===== config.mk =====
export PLATFORM = sky130hd
export DESIGN_NAME = expr_string_tx_flat
export DESIGN_NICKNAME = d
export VERILOG_FILES = /design/src/rtl/expr_string_tx_if.sv /design/src/rtl/expr_string_tx.sv /design/src/flat_wrapper.sv
export SDC_FILE = /design/constraint.sdc
export NUM_CORES = 1
export LEC_CHECK = 0
export CAP_MARGIN = 0
export CORE_MARGIN = 2
export CORE_UTILIZATION = 56
export CTS_BUF_LIST = sky130_fd_sc_hd__clkbuf_4 sky130_fd_sc_hd__clkbuf_8
export DETAILED_ROUTE_END_ITERATION = 12
export PLACE_DENSITY = 0.82
export SYNTH_ARGS = -nofsm -noshare
export SYNTH_HDL_FRONTEND = slang
export SYNTH_SLANG_ARGS = --single-unit

===== constraint.sdc =====
create_clock -name clk -period 3.6 [get_ports clk]
set_input_delay 0.54 -clock clk [delete_from_list [all_inputs] [get_ports clk]]
set_output_delay 0.54 -clock clk [all_outputs]
set_load 0.02 [all_outputs]

===== src/rtl/expr_string_tx_if.sv =====
// expr_string_tx_if: token-in / char-out handshake bundle for expr_string_tx
// master: token producer and char consumer (drives tok_*, out_ready)
// slave : expr_string_tx (drives tok_ready, out_*, busy, err)
interface expr_string_tx_if;
   logic       tok_valid;
   logic       tok_ready;
   logic [3:0] tok_digit;
   logic       tok_op;
   logic       tok_last;
   logic [7:0] out_char;
   logic       out_valid;
   logic       out_ready;
   logic       out_eoe;
   logic       busy;
   logic       err;
   modport master (
      output tok_valid, tok_digit, tok_op, tok_last, out_ready,
      input  tok_ready, out_char, out_valid, out_eoe, busy, err
   );
   modport slave (
      input  tok_valid, tok_digit, tok_op, tok_last, out_ready,
      output tok_ready, out_char, out_valid, out_eoe, busy, err
   );
endinterface


===== src/rtl/expr_string_tx.sv =====
// expr_string_tx: buffers operand/operator tokens and serializes them as ASCII digit (op digit)*
// clk  : clock, all state on posedge
// clr  : synchronous active-high reset
// bus  : token input (tok_*), char output (out_*), busy and sticky err status
module expr_string_tx #(
   parameter int DEPTH = 4,
   parameter int AW    = 2
) (
   input logic            clk,
   input logic            clr,
   expr_string_tx_if.slave bus
);
   typedef enum logic [1:0] {IDLE, DIGIT, OP} state_t;
   state_t        state_q, state_d;
   logic [5:0]    mem_q [DEPTH];
   logic [AW-1:0] wr_q, rd_q;
   logic [AW:0]   cnt_q;
   logic          err_q;
   logic [5:0]    head;
   logic          full, empty, acc, push, hs, pop;
   assign head  = mem_q[rd_q];
   assign full  = cnt_q == (AW+1)'(DEPTH);
   assign empty = cnt_q == '0;
   assign bus.tok_ready = !full & !clr;
   assign acc  = bus.tok_valid & bus.tok_ready;
   assign push = acc & (bus.tok_digit <= 4'd9);
   assign hs   = bus.out_valid & bus.out_ready;
   // an entry is only retired once its trailing operator (or final digit) is sent
   assign pop  = hs & ((state_q == OP) | head[5]);
   assign bus.busy = state_q != IDLE;
   assign bus.err  = err_q;
   always_comb begin
      bus.out_valid = state_q == DIGIT ? !empty : state_q == OP;
      bus.out_char  = state_q == OP ? (head[4] ? 8'h2A : 8'h2B) : 8'h30 + {4'd0, head[3:0]};
      bus.out_eoe   = (state_q == DIGIT) & !empty & head[5];
      state_d       = state_q == IDLE  ? (empty ? IDLE : DIGIT) :
                      state_q == DIGIT ? (hs ? (head[5] ? IDLE : OP) : DIGIT) :
                                         (hs ? DIGIT : OP);
   end
   always_ff @(posedge clk) begin
      if (clr) begin
         state_q <= IDLE;
         wr_q    <= '0;
         rd_q    <= '0;
         cnt_q   <= '0;
         err_q   <= 1'b0;
      end else begin
         state_q <= state_d;
         if (push) wr_q <= wr_q + 1'b1;
         if (pop) rd_q <= rd_q + 1'b1;
         cnt_q <= cnt_q + (AW+1)'(push) - (AW+1)'(pop);
         err_q <= err_q | (acc & (bus.tok_digit > 4'd9));
      end
   end
   always_ff @(posedge clk) begin
      if (push) mem_q[wr_q] <= {bus.tok_last, bus.tok_op, bus.tok_digit};
   end
endmodule

===== src/flat_wrapper.sv =====
// flat-port wrapper written by rule: the top's interface ports become plain ports
module expr_string_tx_flat 
#(
   parameter int DEPTH = 4,
   parameter int AW    = 2
)
  (clk, clr, bus_tok_valid, bus_tok_digit, bus_tok_op, bus_tok_last, bus_out_ready, bus_tok_ready, bus_out_char, bus_out_valid, bus_out_eoe, bus_busy, bus_err);
  expr_string_tx_if bus_i ();
  input logic clk;
  input logic clr;
  input wire logic [$bits(bus_i.tok_valid)-1:0] bus_tok_valid;
  input wire logic [$bits(bus_i.tok_digit)-1:0] bus_tok_digit;
  input wire logic [$bits(bus_i.tok_op)-1:0] bus_tok_op;
  input wire logic [$bits(bus_i.tok_last)-1:0] bus_tok_last;
  input wire logic [$bits(bus_i.out_ready)-1:0] bus_out_ready;
  output wire logic [$bits(bus_i.tok_ready)-1:0] bus_tok_ready;
  output wire logic [$bits(bus_i.out_char)-1:0] bus_out_char;
  output wire logic [$bits(bus_i.out_valid)-1:0] bus_out_valid;
  output wire logic [$bits(bus_i.out_eoe)-1:0] bus_out_eoe;
  output wire logic [$bits(bus_i.busy)-1:0] bus_busy;
  output wire logic [$bits(bus_i.err)-1:0] bus_err;
  assign bus_i.tok_valid = bus_tok_valid;
  assign bus_i.tok_digit = bus_tok_digit;
  assign bus_i.tok_op = bus_tok_op;
  assign bus_i.tok_last = bus_tok_last;
  assign bus_i.out_ready = bus_out_ready;
  assign bus_tok_ready = bus_i.tok_ready;
  assign bus_out_char = bus_i.out_char;
  assign bus_out_valid = bus_i.out_valid;
  assign bus_out_eoe = bus_i.out_eoe;
  assign bus_busy = bus_i.busy;
  assign bus_err = bus_i.err;
  expr_string_tx #(.DEPTH(DEPTH), .AW(AW)) u_core (.clk(clk), .clr(clr), .bus(bus_i));
endmodule

# Word level (Yosys, flattened, before mapping)
# Memory sizes are Yosys's and may differ from the RTL's. A register that Yosys moved wholly into a read port is not among the register bits.
# Index checks and enable logic that the tools add are counted.
# totals
regBits	10
input_bits	10
ramBits	24
mem_count	1
wordCells	45
# op_classes
n_addsub	5
reduce_logical	6
muxes	13
n_bitwise	10
order_cmp	2
eq_ne	3
# mem_list
name	depth	word_bits	read_ports	rd_clocked_by_memory_dff	wr	line	text
u_core.mem_q	4	6	1	1	1	expr_string_tx.sv:15	logic [5:0] mem_q [DEPTH];
# op_table
cell	count
2-bit 2-to-1 mux	7
1-bit AND	8
8-bit 2-to-1 mux	1
6-bit by 4-bit adder with 7-bit output (first input constant)	1
1-bit 2-to-1 mux	5
2-bit by 1-bit adder with 2-bit output (second input constant)	2
4-bit greater-than comparator (second input constant)	1
4-bit less-or-equal comparator (second input constant)	1
3-bit by 1-bit adder with 3-bit output	1
3-bit == test (second input constant)	1
1-bit zero test	3
3-bit zero test	1
3-bit by 1-bit subtractor with 3-bit output	1
2-bit by 1-bit == test with 1-bit output (second input constant)	1
2-bit == test (second input constant)	1
2-bit zero test	1
1-bit OR	2
2-bit nonzero test	1

# Logic depth before layout (Yosys ltp)
# Gate-level depths: netlist of run 1.
# logic_depth
word_depth	7
ltp_mapped	12
depth_no_buf	11

# Worst setup path after synthesis of run 1
# No wires, ideal clock.
# synth_path
path_type	reg-to-reg
from	reg with a tool-made name
to	reg u_core.cnt_q[2]
stages_incl_launch_ff	13
path_buffers	1
setup_time_ps	128
arrival_time_ps	2374
path_slack_ps	1098
required_ps	3472
cell_sequence	dfxtp_1 -> buf_6 -> mux4_2 -> a31oi_4 -> nor2_1 -> ha_1 -> inv_1 -> ha_1 -> inv_1 -> fa_1 -> xor2_1 -> xnor2_1 -> nor2_1
# synth_rtl
item	line	text
to (signal assigned)	expr_string_tx.sv:51	cnt_q <= cnt_q + (AW+1)'(push) - (AW+1)'(pop);
to (decl)	expr_string_tx.sv:17	logic [AW:0] cnt_q;

==> impl_metrics.sql, run 1 <==
INSERT INTO impl_metrics (metric_group, metric, value, unit) VALUES
('status', 'run_status', 'complete, no violations', ''),
('drt', 'drt_iter0_markers', '26', ''),
('synth', 'post-synth-top-count-cell', 'edfxtp_1', ''),
('drt', 'met3RoutedLength', '116', 'um'),
('floorplan', 'total_die_area', '3323', 'um2'),
('clock_network', 'post_cts_resized', '0', ''),
('place', 'placedInstanceArea', '1810', 'um2'),
('floorplan', 'dieWidth', '57.65', 'um'),
('grt', 'grt_pass1_vias', '906', ''),
('clock_network', 'number_of_post_cts_setup_repair_buffers', '0', ''),
('layout', 'drive_above_1_share', '12.41', '%'),
('layout', 'finish.utilization', '68.65', '%'),
('timing', 'max_freq', '356.1', 'MHz'),
('layout', 'regArea', '960.9', 'um2'),
('power', 'powerDensity', '511.9', 'nW/um2'),
('synth', 'synth-edff-count', '24', ''),
('synth', 'syn-cell-area', '1612', 'um2'),
('drt', 'wl_met1', '1.153', 'mm'),
('synth', 'avgSynthCellArea', '14.14', 'um2'),
('clock_network', 'h-tree-depth', '2', ''),
('synth', 'synthDominantCellAreaShare', '44.72', '%'),
('timing', 'slew_viol_final', '0', ''),
('drt', 'drt.antenna.violating_nets', '0', ''),
('layout', 'final_area', '1877', 'um2'),
('synth', 'synth_sequential_area_ratio', '59.63', '%'),
('synth', 'postSynth.topFlopCell', 'edfxtp_1', ''),
('place', 'dpl.hpwl', '1.888', 'mm'),
('min_path', 'hp-class', 'reg2reg', ''),
('drt', 'drt_pass1_iterations', '4', ''),
('power', 'power.clock.fraction', '24.9', '%'),
('synth', 'synth_async_reset_ratio', '0', '%'),
('timing', 'count_of_endpoints_failing_hold_in_the_final_timing_report', '0', ''),
('grt', 'globalRouteTotalUtil', '17.82', '%'),
('clock_network', 'clock_sink_count', '36', ''),
('drt', 'via_per_instance_ratio', '5.536', ''),
('drt', 'drc_errors', '0', ''),
('grt', 'globalRouteOverflowTotal', '0', ''),
('layout', 'n_antenna_cell', '0', ''),
('synth', 'synthDominantAreaCellType', 'edfxtp_1', ''),
('synth', 'syn_inst', '114', ''),
('clock_network', 'cts_tree', 'done', ''),
('power', 'vdd_drop_max', '0.3987', 'mV'),
('timing', 'worst_slew_pin_slew', '555.2', 'ps'),
('timing', 'post-route-period-util', '78.01', '%'),
('timing', 'tmin_final', '2808', 'ps'),
('floorplan', 'core_area', '2734', 'um2'),
('drt', 'detail_route.wirelength', '2.586', 'mm'),
('worst_setup_path', 'cp_data_arrival_time', '2270', 'ps'),
('job', 'max_cap_violations', '0', ''),
('synth', 'netlist-cell-type-count', '32', ''),
('clock_network', 'cts.hold.buffers_added', '0', ''),
('layout', 'syn2layout_area_growth', '16.46', '%'),
('worst_setup_path', 'crit_path_start_kind', 'flop', ''),
('synth', 'post_synth_main_area_contributors', 'edfxtp_1, dfxtp_1, mux4_1, ha_1, inv_1', ''),
('clock_network', 'tritoncts.num_buffers', '5', ''),
('power', 'p_sw', '0.2687', 'mW'),
('synth', 'yosys_register_bits', '36', ''),
('timing', 'relSlewSlack', '62.90', '%'),
('floorplan', 'boundaryPins', '23', ''),
('synth', 'yosys_warnings', '0', ''),
('drt', 'maxUsedRoutingLayer', 'met4', ''),
('power', 'p_sw_share', '27.97', '%'),
('layout', 'fillers', '192', ''),
('worst_setup_path', 'setup.worst_path.end_class', 'output port', ''),
('power', 'p_leak', '0.7054', 'nW'),
('place', 'portBuffers', '19', ''),
('floorplan', 'chipHeight', '57.65', 'um'),
('timing', 'rsz0062_at_grt', 'no', ''),
('power', 'power.share.sequential', '50.9', '%'),
('floorplan', 'initial_core_util', '58.95', '%'),
('power', 'power_report.internal_total', '0.6920', 'mW');
==> cell type report <==
| type | instances | area share (%) |
|---|---|---|
| clock buffer | 8 | 3.533 |
| multi-input combinational | 63 | 30.67 |
| timing repair buffer | 20 | 10.53 |
| inverter | 10 | 2.000 |
| tap | 31 | 2.067 |
| sequential | 36 | 51.20 |
==> flip-flops by register name (all words and copies together), names as in the netlist, named ones only <==
register,flops
u_core.wr_q,2
u_core.rd_q,2
u_core.state_q,2
u_core.mem_q,24
u_core.bus.err,1
u_core.cnt_q,3
==> critical path: stages, from the launching register on <==
cell and delay [ps]:
dfxtp_1 520, mux4_1 590, or2_2 290, clkdlybuf4s50_1 540
==> routing by layer <==
metal,track usage (%),vias up
met5,0,-
met4,7.973,0
met2,26.46,21
met1,23.15,457
li1,-,446
met3,7.366,6
==> metrics by stage <==
| stage | setup WS (ps) | total power, mW | hold slack (ps) | std cells |
|---|---|---|---|---|
| global route | 654.4 | 1.004 | 535.0 | 168 |
| finish | 791.8 | 0.9608 | 486.8 | 168 |
| CTS | 767.8 | 0.9672 | 501.2 | 168 |
| global placement | 844.0 | 0.7237 | 455.4 | 160 |
| floorplan | 1098 | 0.6551 | 469.5 | 115 |
| detailed placement | 748.6 | 0.7316 | 467.3 | 160 |
==> placed cells by master (no fill, tap or decap), types with 2 or more instances in the layout <==
| master | Yosys | final |
|---|---|---|
| dfxtp_1 | 12 | 12 |
| a21oi_1 | 5 | 5 |
| inv_1 | 10 | 10 |
| clkdlybuf4s50_1 | 0 | 19 |
| or3_1 | 2 | 2 |
| clkbuf_4 | 0 | 7 |
| xnor2_1 | 2 | 2 |
| edfxtp_1 | 24 | 24 |
| nor3b_1 | 2 | 2 |
| and2_1 | 4 | 4 |
| mux4_1 | 5 | 5 |
| or2_2 | 3 | 3 |
| ha_1 | 6 | 6 |
| conb_1 | 2 | 3 |
| o21ai_0 | 2 | 2 |
| nor2b_1 | 3 | 3 |
| nand2_1 | 4 | 4 |
| nor2_1 | 9 | 9 |
==> power groups by stage <==
| stage | registers [mW] | logic (mW) | clock network (mW) |
|---|---|---|---|
| 2_1_floorplan | 0.492 | 0.163 | 0 |
| 3_3_place_gp | 0.497 | 0.226 | 0 |
| 3_5_place_dp | 0.499 | 0.232 | 0 |
| 4_1_cts | 0.490 | 0.234 | 0.243 |
| 5_1_grt | 0.494 | 0.252 | 0.258 |
| 6_report | 0.489 | 0.232 | 0.239 |
==> kinds of logic (layout without fill, tap and decap cells) <==
logic type,Yosys count,count (layout),share of synthesized area (%)
other,2,3,0.4660
adders and majority gates,7,7,5.901
DFF,36,36,59.63
and+or+nand+nor,29,29,10.64
muxes,7,7,10.17
AOI/OAI and AO/OA,14,14,6.677
buffers and inverters,16,38,4.892
xor gates and xnor gates,3,3,1.631
==> worst paths after layout <==
check                       from              end  slack, ps  cells after the start
setup / recovery            flop  bus_out_char[3]        790                      3
hold / removal    u_core.bus.err   u_core.bus.err        490                      2
setup reg to reg            flop  u_core.cnt_q[2]        850                     11
hold reg to reg   u_core.bus.err   u_core.bus.err        490                      2
Power figures use the tool's default switching activity.
==> run 2, diff against run 1 <==
clock period = 2.6 ns   (was 3.6 ns; I/O delays follow)
==> impl_metrics.sql, run 2 (synthesized netlist as in run 1, its figures left out) <==
INSERT INTO impl_metrics (metric_group, metric, value, unit) VALUES
('drt', 'drt_iter0_markers', '44', ''),
('clock_network', 'tritoncts.num_buffers', '5', ''),
('layout', 'largest_registers', 'u_core.mem_q: 24 flops, u_core.cnt_q: 3 flops', ''),
('place', 'dpl.hpwl', '1.908', 'mm'),
('drt', 'via_per_instance_ratio', '5.402', ''),
('grt', 'grt_start_max_net_pins', '15', ''),
('timing', 'count_of_endpoints_failing_hold_in_the_final_timing_report', '0', ''),
('drt', 'drc_errors', '0', ''),
('grt', 'grt_pass1_wl', '4.202', 'mm'),
('timing', 'max_freq', '399.6', 'MHz'),
('timing', 'tmin_final', '2503', 'ps'),
('worst_setup_path', 'crit_path_start_kind', 'flop', ''),
('clock_network', 'cts.hold.buffers_added', '0', ''),
('clock_network', 'clk_path_buf_depth', '2', ''),
('worst_setup_path', 'timing.critical_path.mode_cell', 'inv_2', ''),
('power', 'p_leak', '0.7389', 'nW'),
('worst_setup_path', 'cp_data_arrival_time', '2730', 'ps'),
('power', 'powerDensity', '727.4', 'nW/um2'),
('clock_network', 'clk_pin_slew_worst_paths', '100', 'ps'),
('layout', 'drive_above_1_share', '20.98', '%'),
('floorplan', 'chipHeight', '57.65', 'um'),
('worst_setup_path', 'crit_path_top_delay_cell', 'mux4_2', ''),
('grt', 'globalRouteTotalUtil', '18.23', '%'),
('timing', 'report.final.setup_viol', '0', ''),
('timing', 'fin_worst_skew', '4.957', 'ps'),
('drt', 'routed-via-count', '940', ''),
('floorplan', 'total_die_area', '3323', 'um2'),
('worst_setup_path', 'worst-path-buf-inv', '2', ''),
('worst_setup_path', 'slowest_delay', '510', 'ps'),
('grt', 'globalRouteOverflowTotal', '0', ''),
('layout', 'layout_commonest_cell', 'edfxtp_1', ''),
('worst_setup_path', 'worst-setup-path-type', 'reg2reg', ''),
('status', 'run_status', 'complete, no violations', ''),
('place', 'portBuffers', '19', ''),
('place', 'gp_congestion', '0.7200', ''),
('floorplan', 'floorplan.rows', '19', ''),
('timing', 'relSlewSlack', '59.06', '%'),
('floorplan', 'initial_core_util', '58.95', '%'),
('clock_network', 'cts_tree', 'done', ''),
('drt', 'detail_route.wirelength', '2.653', 'mm'),
('clock_network', 'root_buffer', 'clkbuf_4', ''),
('timing', 'worst_slew_pin_slew', '612.8', 'ps'),
('worst_setup_path', 'crit_startpoint', 'u_core.mem_q[0][5]', ''),
('floorplan', 'boundaryPins', '23', ''),
('drt', 'drt-wirelength-per-cell', '15.25', 'um'),
('clock_network', 'clk-insertion-delay-late', '330', 'ps'),
('layout', 'finalNetCount', '159', ''),
('timing', 'holdWs', '491.2', 'ps'),
('floorplan', 'dieWidth', '57.65', 'um'),
('clock_network', 'h-tree-depth', '2', ''),
('power', 'post-layout-total-power', '1.432', 'mW'),
('floorplan', 'core_area', '2734', 'um2'),
('min_path', 'hp_start', 'u_core.bus.err', ''),
('layout', 'registers.top_by_ff_count', 'u_core.mem_q', ''),
('clock_network', 'clock_sink_count', '36', ''),
('worst_setup_path', 'setup.worst_path.end_class', 'flop', ''),
('worst_setup_path', 'timing.critical_path.required', '2820', 'ps'),
('grt', 'grt_pass1_vias', '933', ''),
('timing', 'slew_viol_final', '0', ''),
('grt', 'antenna_found_initial', '0', ''),
('job', 'max_cap_violations', '0', ''),
('min_path', 'hp-class', 'reg2reg', ''),
('layout', 'syn2layout_area_growth', '22.13', '%'),
('timing', 'post-route-period-util', '96.26', '%'),
('layout', 'n_antenna_cell', '0', ''),
('drt', 'drt.antenna.violating_nets', '0', ''),
('worst_setup_path', 'crit-reg2reg-launch', 'u_core.mem_q[0][5]', ''),
('layout', 'largest_reg_flops', '24', ''),
('drt', 'drt_pass1_iterations', '4', ''),
('power', 'vdd_drop_max', '0.7050', 'mV'),
('worst_setup_path', 'critical_path.cell_chain', 'mux4_2 -> a31oi_4 -> nor2_2 -> ha_1 -> inv_2 -> ha_4 -> inv_2 -> fa_2 -> xor2_2 -> xnor2_1 -> nor2_1', ''),
('worst_setup_path', 'crit_fanout', '2', ''),
('worst_setup_path', 'cp_top_family', 'adder cells', ''),
('layout', 'final_cell_mix', 'edfxtp_1, clkdlybuf4s50_1, dfxtp_1', '');
## run 2: cell count changes in the layout (fill, tap and decap cells not counted), sizes merged
cell | before | now
clkbuf | 8 | 6
clkinv | 0 | 1
buf | 1 | 7
bufinv | 0 | 1
clkdlybuf4s50 | 19 | 16
dlygate4sd2 | 0 | 3
## run 2: final cells by class
class	instances	area (um2)
well taps	31	38.79
clock inverters	2	33.78
multi-input cells	63	605.6
clock buffers	6	51.30
inverters	10	37.54
flip-flops and latches	36	962.2
repair buffers	26	239.0
fillers	196	765.7
## run 2: metrics by stage
step                worst slack, ps  instance area [um2]  util, %  cells  setup TNS [ps]
finish                        97.32                 1968    71.99    174               0
detailed placement            12.78                 1841    67.32    164               0
global route                 -17.84                 1968    71.99    174          -17.84
floorplan                     98.18                 1615        -    115               0
global placement              126.5                 1841    67.32    164               0
CTS                           10.66                 1933    70.71    173               0
## run 2: timing repair
| item | CTS | global route |
|---|---|---|
| endpoints found under the setup margin | 4 | 1 |
| endpoints found under the hold margin | 0 | 0 |
| pin swaps | 2 | 6 |
| setup buffers | 1 | 1 |
| cloned | 0 | 0 |
| resized for setup | 5 | 7 |
## run 2: path summary, 6_finish.rpt
path | end | slack, ps | depth (start not counted)
max | u_core.cnt_q[2] | 100 | 11
min | u_core.bus.err | 490 | 2
max reg2reg | u_core.cnt_q[2] | 100 | 11
min reg2reg | u_core.bus.err | 490 | 2
## run 2: report_power, final
group | internal, mW | switching, mW
Clock | 0.226 | 0.168
Combinational | 0.179 | 0.181
Sequential | 0.648 | 0.0297
Total | 1.05 | 0.378
## run 2: per-layer routing
layer / GRT usage (%) / part of all wire, %
met5: 0 / 0
met4: 7.973 / 1.1
met3: 6.920 / 5.2
met2: 30.36 / 54
met1: 21.05 / 39
## run 2: worst reg2reg max path, stage by stage, from the launching register on
cell and delay (ps):
edfxtp_1 390, mux4_2 510, a31oi_4 190, nor2_2 70, ha_1 290, inv_2 70, ha_4 130, inv_2 40
fa_2 360, xor2_2 160, xnor2_1 140, nor2_1 60
